**src/rtl/tl_buffer_3.sv**
```systemverilog
// tl_buffer_3: TileLink A/D channel buffer.
// A path is always a 2-entry registered FIFO (no flow-through, no pipe bypass).
// Optional feature macro BUFFER_D_QUEUE_EN: when defined the D path gets an
// identical 2-entry FIFO; when undefined the D path is a combinational wire.

// Two-entry FIFO with registered ready/valid. Payload is opaque to the queue.
module tl_buffer_3_queue #(
   parameter int W = 8
) (
   input  logic         clock,
   input  logic         reset,
   input  logic         enq_valid,
   output logic         enq_ready,
   input  logic [W-1:0] enq_bits,
   output logic         deq_valid,
   input  logic         deq_ready,
   output logic [W-1:0] deq_bits
);
   logic [1:0][W-1:0] mem_q, mem_d;
   logic              wptr_q, wptr_d;
   logic              rptr_q, rptr_d;
   logic [1:0]        count_q, count_d;
   logic              enq, deq;

   // Ready/valid come only from the occupancy register: a full queue refuses
   // input even while it is being drained, and a fresh beat appears next cycle.
   assign enq_ready = (count_q != 2'd2);
   assign deq_valid = (count_q != 2'd0);
   assign deq_bits  = mem_q[rptr_q];
   assign enq       = enq_valid && enq_ready;
   assign deq       = deq_valid && deq_ready;

   // Next-state: write at wptr on enqueue, advance rptr on dequeue, track count.
   always_comb begin
      mem_d   = mem_q;
      wptr_d  = wptr_q;
      rptr_d  = rptr_q;
      count_d = count_q;
      if (enq) begin
         mem_d[wptr_q] = enq_bits;
         wptr_d        = ~wptr_q;
      end
      if (deq) begin
         rptr_d = ~rptr_q;
      end
      if (enq && !deq) begin
         count_d = count_q + 2'd1;
      end else if (!enq && deq) begin
         count_d = count_q - 2'd1;
      end
   end

   // State register; reset discards every buffered beat and clears storage.
   always_ff @(posedge clock or posedge reset) begin
      if (reset) begin
         mem_q   <= '0;
         wptr_q  <= 1'b0;
         rptr_q  <= 1'b0;
         count_q <= 2'd0;
      end else begin
         mem_q   <= mem_d;
         wptr_q  <= wptr_d;
         rptr_q  <= rptr_d;
         count_q <= count_d;
      end
   end
endmodule

module tl_buffer_3 (
   input  logic        clock,
   input  logic        reset,
   input  logic        auto_in_a_valid,
   input  logic [2:0]  auto_in_a_bits_opcode,
   input  logic [2:0]  auto_in_a_bits_param,
   input  logic [3:0]  auto_in_a_bits_size,
   input  logic [3:0]  auto_in_a_bits_source,
   input  logic [31:0] auto_in_a_bits_address,
   input  logic [7:0]  auto_in_a_bits_mask,
   input  logic [63:0] auto_in_a_bits_data,
   input  logic        auto_in_a_bits_corrupt,
   output logic        auto_in_a_ready,
   output logic        auto_out_a_valid,
   output logic [2:0]  auto_out_a_bits_opcode,
   output logic [2:0]  auto_out_a_bits_param,
   output logic [3:0]  auto_out_a_bits_size,
   output logic [3:0]  auto_out_a_bits_source,
   output logic [31:0] auto_out_a_bits_address,
   output logic [7:0]  auto_out_a_bits_mask,
   output logic [63:0] auto_out_a_bits_data,
   output logic        auto_out_a_bits_corrupt,
   input  logic        auto_out_a_ready,
   input  logic        auto_out_d_valid,
   input  logic [2:0]  auto_out_d_bits_opcode,
   input  logic [1:0]  auto_out_d_bits_param,
   input  logic [3:0]  auto_out_d_bits_size,
   input  logic [3:0]  auto_out_d_bits_source,
   input  logic [3:0]  auto_out_d_bits_sink,
   input  logic        auto_out_d_bits_denied,
   input  logic [63:0] auto_out_d_bits_data,
   input  logic        auto_out_d_bits_corrupt,
   output logic        auto_out_d_ready,
   output logic        auto_in_d_valid,
   output logic [2:0]  auto_in_d_bits_opcode,
   output logic [1:0]  auto_in_d_bits_param,
   output logic [3:0]  auto_in_d_bits_size,
   output logic [3:0]  auto_in_d_bits_source,
   output logic [3:0]  auto_in_d_bits_sink,
   output logic        auto_in_d_bits_denied,
   output logic [63:0] auto_in_d_bits_data,
   output logic        auto_in_d_bits_corrupt,
   input  logic        auto_in_d_ready
);
   localparam int AW = 119;
   localparam int DW = 83;

   logic [AW-1:0] a_enq_bits, a_deq_bits;

   // Fields are packed into one word so the queue never looks inside a beat.
   assign a_enq_bits = {auto_in_a_bits_opcode, auto_in_a_bits_param, auto_in_a_bits_size,
                        auto_in_a_bits_source, auto_in_a_bits_address, auto_in_a_bits_mask,
                        auto_in_a_bits_data, auto_in_a_bits_corrupt};
   assign {auto_out_a_bits_opcode, auto_out_a_bits_param, auto_out_a_bits_size,
           auto_out_a_bits_source, auto_out_a_bits_address, auto_out_a_bits_mask,
           auto_out_a_bits_data, auto_out_a_bits_corrupt} = a_deq_bits;

   tl_buffer_3_queue #(.W(AW)) u_a_queue (
      .clock     (clock),
      .reset     (reset),
      .enq_valid (auto_in_a_valid),
      .enq_ready (auto_in_a_ready),
      .enq_bits  (a_enq_bits),
      .deq_valid (auto_out_a_valid),
      .deq_ready (auto_out_a_ready),
      .deq_bits  (a_deq_bits)
   );

`ifdef BUFFER_D_QUEUE_EN
   logic [DW-1:0] d_enq_bits, d_deq_bits;

   assign d_enq_bits = {auto_out_d_bits_opcode, auto_out_d_bits_param, auto_out_d_bits_size,
                        auto_out_d_bits_source, auto_out_d_bits_sink, auto_out_d_bits_denied,
                        auto_out_d_bits_data, auto_out_d_bits_corrupt};
   assign {auto_in_d_bits_opcode, auto_in_d_bits_param, auto_in_d_bits_size,
           auto_in_d_bits_source, auto_in_d_bits_sink, auto_in_d_bits_denied,
           auto_in_d_bits_data, auto_in_d_bits_corrupt} = d_deq_bits;

   tl_buffer_3_queue #(.W(DW)) u_d_queue (
      .clock     (clock),
      .reset     (reset),
      .enq_valid (auto_out_d_valid),
      .enq_ready (auto_out_d_ready),
      .enq_bits  (d_enq_bits),
      .deq_valid (auto_in_d_valid),
      .deq_ready (auto_in_d_ready),
      .deq_bits  (d_deq_bits)
   );
`else
   // Unbuffered D: zero-latency wire-through, no state.
   assign auto_in_d_valid        = auto_out_d_valid;
   assign auto_in_d_bits_opcode  = auto_out_d_bits_opcode;
   assign auto_in_d_bits_param   = auto_out_d_bits_param;
   assign auto_in_d_bits_size    = auto_out_d_bits_size;
   assign auto_in_d_bits_source  = auto_out_d_bits_source;
   assign auto_in_d_bits_sink    = auto_out_d_bits_sink;
   assign auto_in_d_bits_denied  = auto_out_d_bits_denied;
   assign auto_in_d_bits_data    = auto_out_d_bits_data;
   assign auto_in_d_bits_corrupt = auto_out_d_bits_corrupt;
   assign auto_out_d_ready       = auto_in_d_ready;
`endif
endmodule

```
**config.mk**
```make
export PLATFORM = sky130hd
export DESIGN_NAME = tl_buffer_3
export DESIGN_NICKNAME = d
export VERILOG_FILES = /design/src/rtl/tl_buffer_3.sv
export SDC_FILE = /design/constraint.sdc
export NUM_CORES = 1
export LEC_CHECK = 0
export BUFFER_PORTS_ARGS = -buffer_cell sky130_fd_sc_hd__buf_2
export CORE_UTILIZATION = 39
export DETAILED_ROUTE_END_ITERATION = 7
export PLACE_DENSITY = 0.65
export SYNTH_ARGS = -nofsm -noshare
export SYNTH_HDL_FRONTEND = slang
export SYNTH_SLANG_ARGS = --single-unit
```
**constraint.sdc**
```tcl
create_clock -name clock -period 9.55 [get_ports clock]
set_input_delay 1.4325 -clock clock [delete_from_list [all_inputs] [get_ports clock]]
set_output_delay 1.4325 -clock clock [all_outputs]
set_load 0.02 [all_outputs]
```
==> flow_summary.json <==
{
  "track_usage": 0.147,
  "timing.fmax_ghz": 0.226,
  "ir_worst_vdd_mv": 0.184,
  "gr-total-overflow": 0,
  "grt_pass1_wl_um": 36500,
  "status": "finished clean",
  "hold_violations": 0,
  "drive_above_1_share": 0.719,
  "ys_seq_area_frac": 0.520,
  "gp_congestion": 0.721,
  "cts.sinks": 242,
  "rsz0062_at_grt": "false",
  "critPathRequiredTime_ps": 8120,
  "synth-seq-cells": 242,
  "startpoint_type": "flip-flop",
  "synthCells": 737,
  "cp.arrival_ps": 3000,
  "grt_max_degree": 114,
  "cts_tree": "built",
  "r2r_start": "u_a_queue.count_q[0]",
  "area_delta_synth_final_pct": 14.4,
  "min_path_type": "flip-flop to flip-flop",
  "synth_warnings": 0,
  "hpwlAfterDp_um": 14300,
  "clk-insertion-delay-late_ps": 530,
  "crit_chain": "buf_4 -> mux2_2 -> buf_2",
  "critPathMaxFanout": 62,
  "postRouteWirelength_um": 22500,
  "antenna_found_initial": 2,
  "dpl_cell_area_sq_um": 12300,
  "drc": 0,
  "cp.buffers_inverters": 2,
  "cp_top_family": "flip-flops",
  "finalMaxSlewViolations": 0,
  "fin_util": 0.460,
  "cts_resized": 0,
  "worstHoldStart": "u_a_queue.mem_q[119]",
  "core_area_sq_um": 29000,
  "htreeDepth": 1,
  "vias": 6174,
  "port-buffer-count": 243,
  "finalCriticalPeriod_ps": 4430,
  "maxSlewHeadroom": 0.329,
  "dp_cells": 1247,
  "cp-end-kind": "output pin",
  "io-pin-count": 414,
  "cts_setup_buffers": 0,
  "numCtsBuffers": 28,
  "drtAntennaViolNets": 0,
  "routedWlPerCell_um": 17.3,
  "worst_path_max_delay_cell": "dfrtp_4",
  "hold_path_end": "u_a_queue.mem_q[119]",
  "floorplan.die.height_um": 175,
  "fin_cells": 1300,
  "fin_setup_tns_ps": 0,
  "fin_worst_skew_ps": 7.91,
  "slowest_delay_ps": 980,
  "drt_iter0_markers": 233,
  "fin_area_sq_um": 13300,
  "initial_utilization": 0.402,
  "viasPerCell": 4.75,
  "fin_nets": 1102,
  "row_count": 62,
  "reg2reg_depth": 5,
  "final.fill_count": 2598,
  "ff2ff_setup_slack_ps": 6720,
  "worstSetupPathType": "flip-flop to output pin",
  "synth_cell_types": 20,
  "cts-root-buf": "clkbuf_16",
  "leakage_nw": 6.19,
  "first_pass_iters": 4,
  "power.density_nw_per_um2": 414,
  "finalPower_mw": 5.52,
  "setup_violations": 0,
  "path_clk_slew_ps": 60,
  "ctsHoldBuffers": 0,
  "grt_pass1_vias": 6817,
  "die-area_sq_um": 30600,
  "worstHoldPathCells": 1,
  "cap_violations": 0,
  "r2r-end": "u_a_queue.mem_q[22]",
  "syn-num-nets": 946,
  "post-route-period-util": 0.464,
  "worstMarginPinSlew_ps": 1010,
  "avgSynthCellArea_sq_um": 15.8,
  "cts_buffer_depth": 3,
  "dieWidth_um": 175,
  "syn_area_sq_um": 11700
}
==> registers in the layout (all words and copies together) (netlist names) <==
name,cells
u_a_queue.wptr_q,1
u_a_queue.rptr_q,1
u_a_queue.mem_q,238
u_a_queue.count_q,2
==> worst max path at each step <==
stage / endpoint / slack [ps] / start / cells after the start
floorplan: u_a_queue.count_q[0] / 1470 / reset / 1
CTS: auto_out_a_bits_data[0] / 5050 / u_a_queue.rptr_q / 3
global route: auto_out_a_bits_data[60] / 4970 / u_a_queue.rptr_q / 3
global placement: auto_out_a_bits_data[0] / 5650 / u_a_queue.rptr_q / 3
finish: auto_out_a_bits_data[0] / 5120 / u_a_queue.rptr_q / 3
detailed placement: auto_out_a_bits_data[58] / 5630 / u_a_queue.rptr_q / 3
==> per-stage QoR <==
step	worst slack [ps]	hold slack [ps]
2_1_floorplan	1470	452
3_3_place_gp	5650	470
3_5_place_dp	5630	480
4_1_cts	5050	495
5_1_grt	4970	511
6_report	5120	487
==> synthesized netlist by cell type, drive strengths merged <==
master / number / share of area
mux2: 357 / 0.38
nand2: 1 / 0.00032
dfrtp: 242 / 0.52
nand3b: 1 / 0.00097
or2: 1 / 0.00054
nor2: 1 / 0.00032
xnor2: 2 / 0.0015
and3: 1 / 0.00097
clkbuf: 3 / 0.00097
and2: 1 / 0.00054
buf: 121 / 0.092
xor2: 3 / 0.0023
nand2b: 1 / 0.0012
inv: 1 / 0.00032
ha: 1 / 0.0011
==> where the power goes <==
part | switching [mW] | internal (mW) | total (mW)
Sequential | 0.313 | 1.56 | 1.87
Clock | 0.420 | 0.704 | 1.12
Combinational | 1.19 | 1.34 | 2.53
Total | 1.92 | 3.60 | 5.52
==> worst register-to-register path, cell delays in order (launching register included) <==
cell      delay [ps]
dfrtp_1          420
nand2b_4         180
nand3b_4         330
buf_4            610
buf_4            690
mux2_2           480
==> layout make-up <==
type                    count  area (sq um)  share of cell area
clock buffers              43           868              0.0651
multi-input cells         370          4520               0.339
inverters                   1          11.3            0.000845
well taps                 384           480              0.0360
clock inverters             9           126             0.00948
repair buffers            250          1270              0.0951
diodes                      1          2.50            0.000188
flip-flops and latches    242          6060               0.454
==> per-layer routing <==
| layer | up-vias | wire, um | share of wire | GRT usage |
|---|---|---|---|---|
| li1 | 2823 | - | - | - |
| met1 | 3118 | 9860 | 0.44 | 0.188 |
| met2 | 185 | 10500 | 0.47 | 0.240 |
| met3 | 48 | 1570 | 0.070 | 0.0431 |
| met4 | 0 | 578 | 0.026 | 0.0438 |
| met5 | - | 0 | 0 | 0 |
==> cell usage in the layout (no fill, tap or decap), types with 2 or more instances in the layout <==
| cell type | instances |
|---|---|
| buf_2 | 243 |
| buf_4 | 7 |
| bufinv_16 | 3 |
| clkbuf_1 | 5 |
| clkbuf_16 | 29 |
| clkbuf_8 | 9 |
| clkinv_2 | 4 |
| dfrtp_1 | 241 |
| mux2_1 | 2 |
| mux2_2 | 255 |
| mux2_4 | 100 |
| xnor2_1 | 2 |
| xor2_1 | 3 |
==> cells by family after synthesis <==
group                    count (synthesis)  share of synthesized area
flip-flops                             242                      0.520
multiplexers                           357                      0.377
adder cells (fa/ha/maj)                  1                    0.00107
buffers and inverters                  125                     0.0934
XOR/XNOR                                 5                    0.00376
AND/OR/NAND/NOR                          7                    0.00483
No activity file was read; power rests on OpenSTA's default activity.
